$ cat src/rtl/fpga_uplink_pkg.sv
// fpga_uplink_pkg: shared message codes, field positions and message builder for the status uplink
package fpga_uplink_pkg;
  localparam logic [7:0] MSG_HB = 8'h00;
  localparam logic [7:0] MSG_CHG = 8'h80;
  localparam logic [7:0] MSG_EVT_BASE = 8'h01;
  localparam int TYPE_LSB = 56;
  localparam int SEQ_LSB = 48;
  localparam int OVF_BIT = 40;
  localparam int BODY_W = 40;
  typedef enum logic [1:0] {SRC_NONE, SRC_EVT, SRC_CHG, SRC_HB} src_e;
  function automatic logic [63:0] mk_msg(input logic [7:0] typ, input logic [7:0] seq,
                                         input logic ovf, input logic [BODY_W-1:0] body);
    logic [63:0] m;
    m = '0;
    m[TYPE_LSB +: 8] = typ;
    m[SEQ_LSB +: 8] = seq;
    m[OVF_BIT] = ovf;
    m[BODY_W-1:0] = body;
    return m;
  endfunction
endpackage

$ cat src/rtl/uplink_rr_arbiter.sv
// uplink_rr_arbiter: round-robin one-hot grant among N requesters, search starting at ptr
module uplink_rr_arbiter #(
  parameter int N = 4,
  localparam int IW = N > 1 ? $clog2(N) : 1
)(
  input  logic          en,
  input  logic [N-1:0]  req,
  input  logic [IW-1:0] ptr,
  output logic [N-1:0]  gnt,
  output logic [IW-1:0] idx,
  output logic          vld
);
  logic [IW-1:0] c;
  always_comb begin
    gnt = '0;
    idx = '0;
    vld = 1'b0;
    c = ptr;
    for (int i = 0; i < N; i++) begin
      if (en && !vld && req[c]) begin
        gnt[c] = 1'b1;
        idx = c;
        vld = 1'b1;
      end
      c = (c == IW'(N - 1)) ? '0 : c + 1'b1;
    end
  end
endmodule

$ cat src/rtl/fpga_status_uplink.sv
// fpga_status_uplink: merges heartbeat, rate-limited status-change and buffered event
// messages onto one registered 64-bit valid/ready uplink port
module fpga_status_uplink
  import fpga_uplink_pkg::*;
#(
  parameter int CLK_PER_MS = 100000,
  parameter int HB_PERIOD_MS = 500,
  parameter int MIN_GAP_MS = 10,
  parameter int STATUS_W = 35,
  parameter int EVT_NUM = 4,
  parameter int EVT_W = 8
)(
  input  logic                     clk_i,
  input  logic                     rst_i,
  input  logic [STATUS_W-1:0]      status_i,
  input  logic                     chg_report_en_i,
  input  logic                     heartbeat_bypass_i,
  input  logic [EVT_NUM-1:0]       evt_valid_i,
  input  logic [EVT_NUM*EVT_W-1:0] evt_data_i,
  output logic [63:0]              msg_data_o,
  output logic                     msg_valid_o,
  input  logic                     msg_ready_i,
  output logic [7:0]               hb_miss_cnt_o
);
  localparam int MSW = CLK_PER_MS > 1 ? $clog2(CLK_PER_MS) : 1;
  localparam int IW = EVT_NUM > 1 ? $clog2(EVT_NUM) : 1;
  logic [MSW-1:0] ms_cnt_q, ms_cnt_d;
  logic [9:0] hb_cnt_q, hb_cnt_d;
  logic [7:0] gap_q, gap_d, hb_seq_q, hb_seq_d, miss_q, miss_d;
  logic hb_pend_q, hb_pend_d, chg_pend_q, chg_pend_d, msg_valid_q, msg_valid_d;
  logic [STATUS_W-1:0] status_prev_q;
  logic [EVT_NUM-1:0] evt_pend_q, evt_pend_d, evt_ovf_q, evt_ovf_d, evt_gnt;
  logic [EVT_W-1:0] evt_buf_q [EVT_NUM];
  logic [EVT_W-1:0] evt_buf_d [EVT_NUM];
  logic [IW-1:0] rr_q, rr_d, evt_idx;
  logic [63:0] msg_data_q, msg_data_d;
  logic ms_tick, hb_fire, hb_set, free, chg_elig, evt_any;
  src_e src;
  uplink_rr_arbiter #(.N(EVT_NUM)) u_arb (
    .en(free), .req(evt_pend_q), .ptr(rr_q), .gnt(evt_gnt), .idx(evt_idx), .vld(evt_any)
  );
  always_comb begin
    ms_tick = ms_cnt_q == MSW'(CLK_PER_MS - 1);
    hb_fire = ms_tick && hb_cnt_q == 10'(HB_PERIOD_MS - 1);
    ms_cnt_d = ms_tick ? '0 : ms_cnt_q + 1'b1;
    hb_cnt_d = hb_fire ? '0 : (ms_tick ? hb_cnt_q + 1'b1 : hb_cnt_q);
    free = !msg_valid_q || msg_ready_i;
    chg_elig = chg_pend_q && gap_q == '0;
    src = evt_any ? SRC_EVT : !free ? SRC_NONE : chg_elig ? SRC_CHG : hb_pend_q ? SRC_HB : SRC_NONE;
    hb_set = hb_fire && !heartbeat_bypass_i;
    hb_pend_d = hb_set || (hb_pend_q && src != SRC_HB);
    // a tick is lost only when the previous heartbeat is still waiting and not leaving now
    miss_d = (hb_set && hb_pend_q && src != SRC_HB && miss_q != 8'hff) ? miss_q + 1'b1 : miss_q;
    chg_pend_d = (status_i != status_prev_q && chg_report_en_i) || (chg_pend_q && src != SRC_CHG);
    gap_d = src == SRC_CHG ? 8'(MIN_GAP_MS) : (ms_tick && gap_q != '0 ? gap_q - 1'b1 : gap_q);
    rr_d = evt_any ? (evt_idx == IW'(EVT_NUM - 1) ? '0 : evt_idx + 1'b1) : rr_q;
    hb_seq_d = src == SRC_HB ? hb_seq_q + 1'b1 : hb_seq_q;
    evt_pend_d = evt_valid_i | (evt_pend_q & ~evt_gnt);
    evt_ovf_d = (evt_valid_i & evt_pend_q & ~evt_gnt) | (~evt_valid_i & evt_ovf_q & ~evt_gnt);
    for (int c = 0; c < EVT_NUM; c++)
      evt_buf_d[c] = evt_valid_i[c] ? evt_data_i[c*EVT_W +: EVT_W] : evt_buf_q[c];
    msg_valid_d = free ? src != SRC_NONE : msg_valid_q;
    msg_data_d = src == SRC_EVT ? mk_msg(MSG_EVT_BASE + 8'(evt_idx), 8'h00, evt_ovf_q[evt_idx],
                                         BODY_W'(evt_buf_q[evt_idx]))
               : src == SRC_CHG ? mk_msg(MSG_CHG, 8'h00, 1'b0, BODY_W'(status_i))
               : src == SRC_HB ? mk_msg(MSG_HB, hb_seq_q, 1'b0, BODY_W'(status_i))
               : msg_data_q;
  end
  always_ff @(posedge clk_i) begin
    if (rst_i) begin
      ms_cnt_q <= '0;
      hb_cnt_q <= '0;
      gap_q <= '0;
      hb_seq_q <= '0;
      miss_q <= '0;
      hb_pend_q <= 1'b0;
      chg_pend_q <= 1'b0;
      msg_valid_q <= 1'b0;
      msg_data_q <= '0;
      status_prev_q <= status_i;
      evt_pend_q <= '0;
      evt_ovf_q <= '0;
      evt_buf_q <= '{default: '0};
      rr_q <= '0;
    end else begin
      ms_cnt_q <= ms_cnt_d;
      hb_cnt_q <= hb_cnt_d;
      gap_q <= gap_d;
      hb_seq_q <= hb_seq_d;
      miss_q <= miss_d;
      hb_pend_q <= hb_pend_d;
      chg_pend_q <= chg_pend_d;
      msg_valid_q <= msg_valid_d;
      msg_data_q <= msg_data_d;
      status_prev_q <= status_i;
      evt_pend_q <= evt_pend_d;
      evt_ovf_q <= evt_ovf_d;
      evt_buf_q <= evt_buf_d;
      rr_q <= rr_d;
    end
  end
  assign msg_data_o = msg_data_q;
  assign msg_valid_o = msg_valid_q;
  assign hb_miss_cnt_o = miss_q;
endmodule
$ cat config.mk
export PLATFORM = sky130hd
export DESIGN_NAME = fpga_status_uplink
export DESIGN_NICKNAME = d
export VERILOG_FILES = /design/src/rtl/fpga_uplink_pkg.sv /design/src/rtl/uplink_rr_arbiter.sv /design/src/rtl/fpga_status_uplink.sv
export SDC_FILE = /design/constraint.sdc
export NUM_CORES = 1
export LEC_CHECK = 0
export ABC_CLOCK_PERIOD_IN_PS = 12200
export BUFFER_PORTS_ARGS = -buffer_cell sky130_fd_sc_hd__buf_2
export CAP_MARGIN = 20
export CELL_PAD_IN_SITES_DETAIL_PLACEMENT = 0
export CELL_PAD_IN_SITES_GLOBAL_PLACEMENT = 1
export CORE_MARGIN = 2
export CORE_UTILIZATION = 45
export DETAILED_ROUTE_END_ITERATION = 10
export PLACE_DENSITY_LB_ADDON = 0.1
export SETUP_SLACK_MARGIN = 0.5
export SLEW_MARGIN = 20
export SYNTH_ARGS = -nofsm -noshare
export SYNTH_HDL_FRONTEND = slang
export SYNTH_HIERARCHICAL = 1
export SYNTH_SLANG_ARGS = --single-unit
$ cat constraint.sdc
create_clock -name clk_i -period 12.2 [get_ports clk_i]
set_clock_uncertainty 0.1 [all_clocks]
set_input_delay 2.44 -clock clk_i [delete_from_list [all_inputs] [get_ports clk_i]]
set_output_delay 2.44 -clock clk_i [all_outputs]
set_load 0.02 [all_outputs]
==> results.tsv, run 1 <==
metric	value	unit
global-route wire length before repair	28300	um
Pwr Density	181	nW/um2
die area	18100	um2
DIE WIDTH	135	um
maximum number of pins on one net before global-route repair	77	
aggregate global routing overflow	0	
flops & latches, synth	179	
P_leak	3.77	nW
Initial DRT Pass Iterations	6	
hold bufs inserted after CTS	0	
reg-to-reg endpoint	hb_miss_cnt_o[6]	
post-route DRC violation count	0	
clk sinks	179	
Worst R2R Path Depth	11	
Initial Utilization	46.1	%
cts bufs inserted	17	
H-tree lvl count	4	
row cnt	47	
Core Box Area	16600	um2
die span in y	135	um
status	finished, final reports clean	
fill cell total of the finished layout	1535	
Mapped Avg Cell Area	9.50	um2
top cell type by total area after synthesis	dfxtp_1	
dominant synthesized flop cell	dfxtp_1	
Setup Fix Bufs, Post-CTS	0	
Worst-Margin Slew	0.961	ns
asr flop ratio synth	0	%
number of synthesized flops with an enable pin	0	
setup TNS	0	ns
CP Data Arrival Time	5.46	ns
CP required	12.37	ns
sequential share of the synthesized area	46.7	%
slew margin rel.	35.8	%
clock share of power	31.9	%
post-DP HPWL	12700	um
CP endpoint kind	flop	
Final Cell Area	9000	um2
nets	1014	
Vias	6043	
drt via density	5.22	
initial antenna violation count	0	
Max Slew Vio Count	0	
DR iter-0 viols	285	
Flop pwr share	40.5	%
Hold Path Depth	2	
Clock Pin Slew Worst Setup and Hold Paths	0.06	ns
net switching power	549	uW
CP Max Fanout	24	
Power Total	1.63	mW
sw frac	33.6	%
CTS tree	built	
Max IR drop VDD	135	uV
r2r startpoint	rr_q[0]	
RSZ-0062 raised after global routing	false	
Area contributors post-synth	dfxtp_1 (47%), mux2i_1 (6.0%), xor2_1 (5.6%), nor2_1 (4.9%), nand2_1 (4.1%)	
vias in the first global route	5635	
Internal	1.08	mW
Crit Path Category	primary input to flop	
CTS root buf	clkbuf_16	
share of layout cells above drive strength 1	21.2	%
Setup WS post-layout	6.92	ns
gp weighted congestion	0.877	
HP Class	flop to flop	
Hold Vio Cnt, Final	0	
Port Buffers	132	
clk_lat worst skew	0.42	ns
Final Cycle Share	43.3	%
drt wl/cell	15.3	um
min-delay src	msg_data_o[11]	
Post-DRT Antenna Nets	0	
yosys warns	6	
Routed WL	17700	um
most frequent cells in the layout	dfxtp_1 (179), buf_2 (132), nor2_1 (101)	
P&R area growth vs syn	17.3	%
R2R setup slack	7.76	ns
Synth Instances	808	
Resize count post-CTS	0	
dpl cell area	8420	um2
Distinct cells, synth	67	
crit path time final	5.28	ns
pre-CTS setup slack	6.36	ns
antenna diode count	0	
most common cell after layout, fill and taps aside	dfxtp_1	
Achievable Freq	0.189	GHz
Ports	149	
CTS max path bufs	2	
Hold Path End	msg_data_o[11]	
share of the synthesized area in the top cell type	46.7	%
setup violators final	0	
Comb pwr share	27.7	%
CP startpoint	msg_ready_i	
max cap viols	0	
mapped cell area	7670	um2
critical path launch point type	primary input	
Total GRT Usage	19.7	%
power groups by stage:
stage	Combinational, mW	Sequential, mW	Clock (mW)
4_1_cts	0.450	0.662	0.535
2_1_floorplan	0.331	0.679	0
3_5_place_dp	0.447	0.675	0
3_3_place_gp	0.436	0.673	0
5_1_grt	0.493	0.667	0.563
6_report	0.452	0.661	0.520
cells in the mapped netlist, types with 17 or more instances:
cell type / count
nand2_1: 83
nor2_1: 101
xnor2_1: 19
a21oi_1: 53
xor2_1: 49
nor3_1: 20
nand3_1: 24
clkbuf_1: 18
dfxtp_1: 179
nand4_1: 18
buf_4: 17
mux2i_1: 46
worst max path at each step:
stage | endpoint | slack, ns | depth (start not counted)
final | msg_data_o[50] | 6.92 | 9
after global routing | msg_data_o[55] | 6.71 | 9
after CTS | msg_data_o[9] | 6.80 | 8
after detailed placement | hb_miss_cnt_o[6] | 6.36 | 10
after global placement | hb_miss_cnt_o[6] | 6.49 | 10
after floorplan | msg_data_o[1] | 7.02 | 11
critical path, cell delays in order:
cell     delay [ns]
buf_2          0.10
nor2b_1        0.41
inv_1          0.36
nand3_1        0.35
o21ai_4        0.29
nor3_1         0.68
nand2_1        0.49
mux2i_1        0.26
nor3_1         0.07
logic make-up after synthesis:
group	synth area share, %
AND/OR/NAND/NOR	20.1
flip-flops	46.7
AO/OA/AOI/OAI	9.36
buffers and inverters	4.53
XOR/XNOR	7.76
multiplexers	9.37
adder cells (fa/ha/maj)	2.12
other	0.0489
area by class of cell:
type                    count  area [um2]  area share [%]
clock buffers              19         453            5.03
clock inverters            13         120            1.33
inverters                  17        63.8           0.709
multi-input cells         574        3820            42.4
flip-flops and latches    179        3580            39.8
well taps                 220         275            3.06
repair buffers            136         691            7.67
layer usage:
metal	global-route usage (%)	wire length, um
met1	26.3	8240
met2	31.8	8430
met3	4.24	867
met4	6.96	201
met5	0	0
flip-flops by register name (all words and copies together), names as in the netlist:
| register | flops |
|---|---|
| chg_pend_q | 1 |
| evt_buf_q | 32 |
| evt_ovf_q | 4 |
| evt_pend_q | 4 |
| gap_q | 8 |
| hb_cnt_q | 10 |
| hb_miss_cnt_o | 8 |
| hb_pend_q | 1 |
| hb_seq_q | 8 |
| ms_cnt_q | 17 |
| msg_data_o | 48 |
| msg_valid_o | 1 |
| rr_q | 2 |
| status_prev_q | 35 |
per-stage QoR:
stage               utilization (%)  hold WS (ns)  cells
floorplan                         -         0.330    823
global placement               50.6         0.340   1126
detailed placement             50.6         0.344   1126
CTS                            54.1         0.353   1158
global route                   54.1         0.367   1158
finish                         54.1         0.354   1158
Power figures use the tool's default switching activity.
==> inputs of run 2 (changes only) <==
--- a/config.mk
+++ b/config.mk
@@ -5,13 +5,13 @@
 export SDC_FILE = /design/constraint.sdc
 export NUM_CORES = 1
 export LEC_CHECK = 0
-export ABC_CLOCK_PERIOD_IN_PS = 12200
+export ABC_CLOCK_PERIOD_IN_PS = 5000
 export BUFFER_PORTS_ARGS = -buffer_cell sky130_fd_sc_hd__buf_2
 export CAP_MARGIN = 20
 export CELL_PAD_IN_SITES_DETAIL_PLACEMENT = 0
 export CELL_PAD_IN_SITES_GLOBAL_PLACEMENT = 1
 export CORE_MARGIN = 2
-export CORE_UTILIZATION = 45
+export CORE_UTILIZATION = 42
 export DETAILED_ROUTE_END_ITERATION = 10
 export PLACE_DENSITY_LB_ADDON = 0.1
 export SETUP_SLACK_MARGIN = 0.5
==> constraint.sdc (replaced) <==
create_clock -name clk_i -period 5 [get_ports clk_i]
set_clock_uncertainty 0.1 [all_clocks]
set_input_delay 1 -clock clk_i [delete_from_list [all_inputs] [get_ports clk_i]]
set_output_delay 1 -clock clk_i [all_outputs]
set_load 0.02 [all_outputs]
==> run 2 against run 1 <==
Global-route usage fell by 0.56 points. Sequential share of layout area fell by 0.59 points. Flip-flop and latch count stayed put. Combinational power rose to 2.5 times the previous value. Clock-buffer cell count grew 1. Die area grew 6.9%. Critical endpoint is now msg_data_o[1]. Largest power group unchanged. Highest routed layer unchanged.
==> results.tsv, run 2 (synthesis gave the netlist of run 1 again) <==
metric	value	unit	change
Setup Fix Bufs, Post-CTS	0		unchanged
dpl cell area	8480	um2	+0.67%
post-route DRC violation count	0		unchanged
register area	3580	um2	unchanged
critical path launch point type	flop		
Total GRT Usage	19.2	%	-0.56 points
die area	19400	um2	+6.9%
worst-path cell chain	inv_1 > ha_1 > xnor2_1 > mux2i_1 > nand3_1 > a22o_1 > a221o_1 > mux4_2 > a222oi_1 > nor2_1		
CP endpoint kind	flop		
Hold Path Depth	2		unchanged
aggregate global routing overflow	0		unchanged
drt wl/cell	15.6	um	+1.7%
global-route wire length before repair	30000	um	+6.1%
Final Cycle Share	76.8	%	
cts bufs inserted	17		unchanged
Power Total	4.18	mW	+160%
Achievable Freq	0.260	GHz	
Initial Utilization	42.7	%	-3.4 points
Post-DRT Antenna Nets	0		unchanged
Ports	149		unchanged
initial antenna violation count	0		unchanged
most frequent cells in the layout	dfxtp_1 (179), buf_2 (132), nor2_1 (101)		
hold bufs inserted after CTS	0		unchanged
CTS max path bufs	2		unchanged
HP Class	flop to flop		
hold_ws	0.353	ns	-0.000880 ns
Clock Pin Slew Worst Setup and Hold Paths	0.07	ns	about the same
gp weighted congestion	0.839		-4.3%
slew margin rel.	46.2	%	+10 points
status	finished, final reports clean		
clk_lat worst skew	0.42	ns	about the same
Setup WS post-layout	1.16	ns	-5.76 ns
clk sinks	179		unchanged
Vias	6064		+0.35%
share of layout cells above drive strength 1	21.6	%	+0.39 points
P_leak	3.83	nW	+1.8%
Critical path buffers and inverters	1		-1
met2 GRT Util	31.3	%	-0.45 points
GR peak layer	met2		
area used by multi-input combinational logic	3810	um2	-0.20%
most common cell after layout, fill and taps aside	dfxtp_1		
R2R setup slack	1.16	ns	-6.60 ns
Initial DRT Pass Iterations	6		unchanged
pre-CTS setup slack	1.12	ns	-5.24 ns
CP Data Arrival Time	4.02	ns	-1.44 ns
drt via density	5.16		-1.1%
Hold Path End	msg_data_o[10]		
vias in the first global route	5876		+4.3%
DR iter-0 viols	278		-2.5%
Port Buffers	132		unchanged
Pwr Density	458	nW/um2	+150%
Core Box Area	18000	um2	+7.9%
min-delay src	msg_data_o[10]		
Max Slew Vio Count	0		unchanged
r2r startpoint	rr_q[1]		
Hold Vio Cnt, Final	0		unchanged
CP max stage delay	0.63	ns	-0.05 ns
crit path time final	3.84	ns	
DIE WIDTH	139	um	+3.4%
max FFs per register	48		unchanged
CP Max Fanout	14		-42%
Final Cell Area	9140	um2	+1.5%
Resize count post-CTS	0		unchanged
H-tree lvl count	4		unchanged
row cnt	49		+4.3%
die span in y	139	um	+3.4%
number of stages on the worst setup path	10		+1
Worst R2R Path Depth	10		-1
nets	1020		+0.59%
CTS root buf	clkbuf_16		
Crit path max-delay family	compound AO/OA/AOI/OAI gates		
met3 Track Usage GR	3.76	%	-0.48 points
P&R area growth vs syn	19.1	%	
CTS tree	built		
setup TNS	0	ns	unchanged
post-DP HPWL	13300	um	+4.4%
Worst-Margin Slew	0.808	ns	-0.153 ns
setup violators final	0		unchanged
GRT met1 Usage	25.7	%	-0.66 points
Max IR drop VDD	261	uV	+93%
Routed WL	18300	um	+3.2%
maximum number of pins on one net before global-route repair	76		-1.3%
RSZ-0062 raised after global routing	false		
slowest stage cell, crit path	dfxtp_1		
CP required	5.18	ns	-7.19 ns
Crit Path Category	flop to flop		
max cap viols	0		unchanged
fill cell total of the finished layout	1671		+8.9%
reg-to-reg endpoint	msg_data_o[1]		
run 2: tightest hold or removal path: stages (launching register included):
cell	delay (ns)
dfxtp_1	0.31
nand2_1	0.05
a21oi_1	0.05
run 2: power breakdown:
part	leakage [nW]	switching (mW)	internal, mW	total (mW)
registers	1.47	0.0746	1.52	1.60
clock network	0.312	0.578	0.876	1.45
logic	2.05	0.669	0.463	1.13
total	3.83	1.32	2.86	4.18
run 2: final cells by class:
cell class,count,area share (%)
Multi-Input combinational cell,574,41.7
Sequential cell,179,39.2
Timing Repair Buffer,142,8.05
Clock buffer,20,5.00
Tap cell,229,3.14
Clock inverter,12,2.16
Inverter,17,0.698
Antenna cell,2,0.0548
run 2: metal layers:
layer  part of all wire [%]  wire length, um  up-vias
met5                      0                0        -
met4                    1.5              281        0
met3                    4.6              837       21
met2                     46             8490      164
met1                     48             8700     2834
li1                       -                -     3045
run 2: how the worst max path moves through the flow:
stage / slack, ns / end / start
floorplan: 1.06 / msg_data_o[1] / rr_q[0]
global placement: 1.11 / msg_data_o[0] / msg_ready_i
detailed placement: 1.12 / msg_data_o[5] / msg_ready_i
CTS: 1.19 / msg_data_o[5] / rr_q[1]
global route: 0.94 / msg_data_o[51] / rr_q[1]
finish: 1.16 / msg_data_o[1] / rr_q[1]
run 2: per-stage QoR:
step | instances | util, %
floorplan | 823 | -
finish | 1175 | 50.9
global placement | 1141 | 47.2
CTS | 1173 | 50.8
detailed placement | 1141 | 47.2
global route | 1173 | 50.8
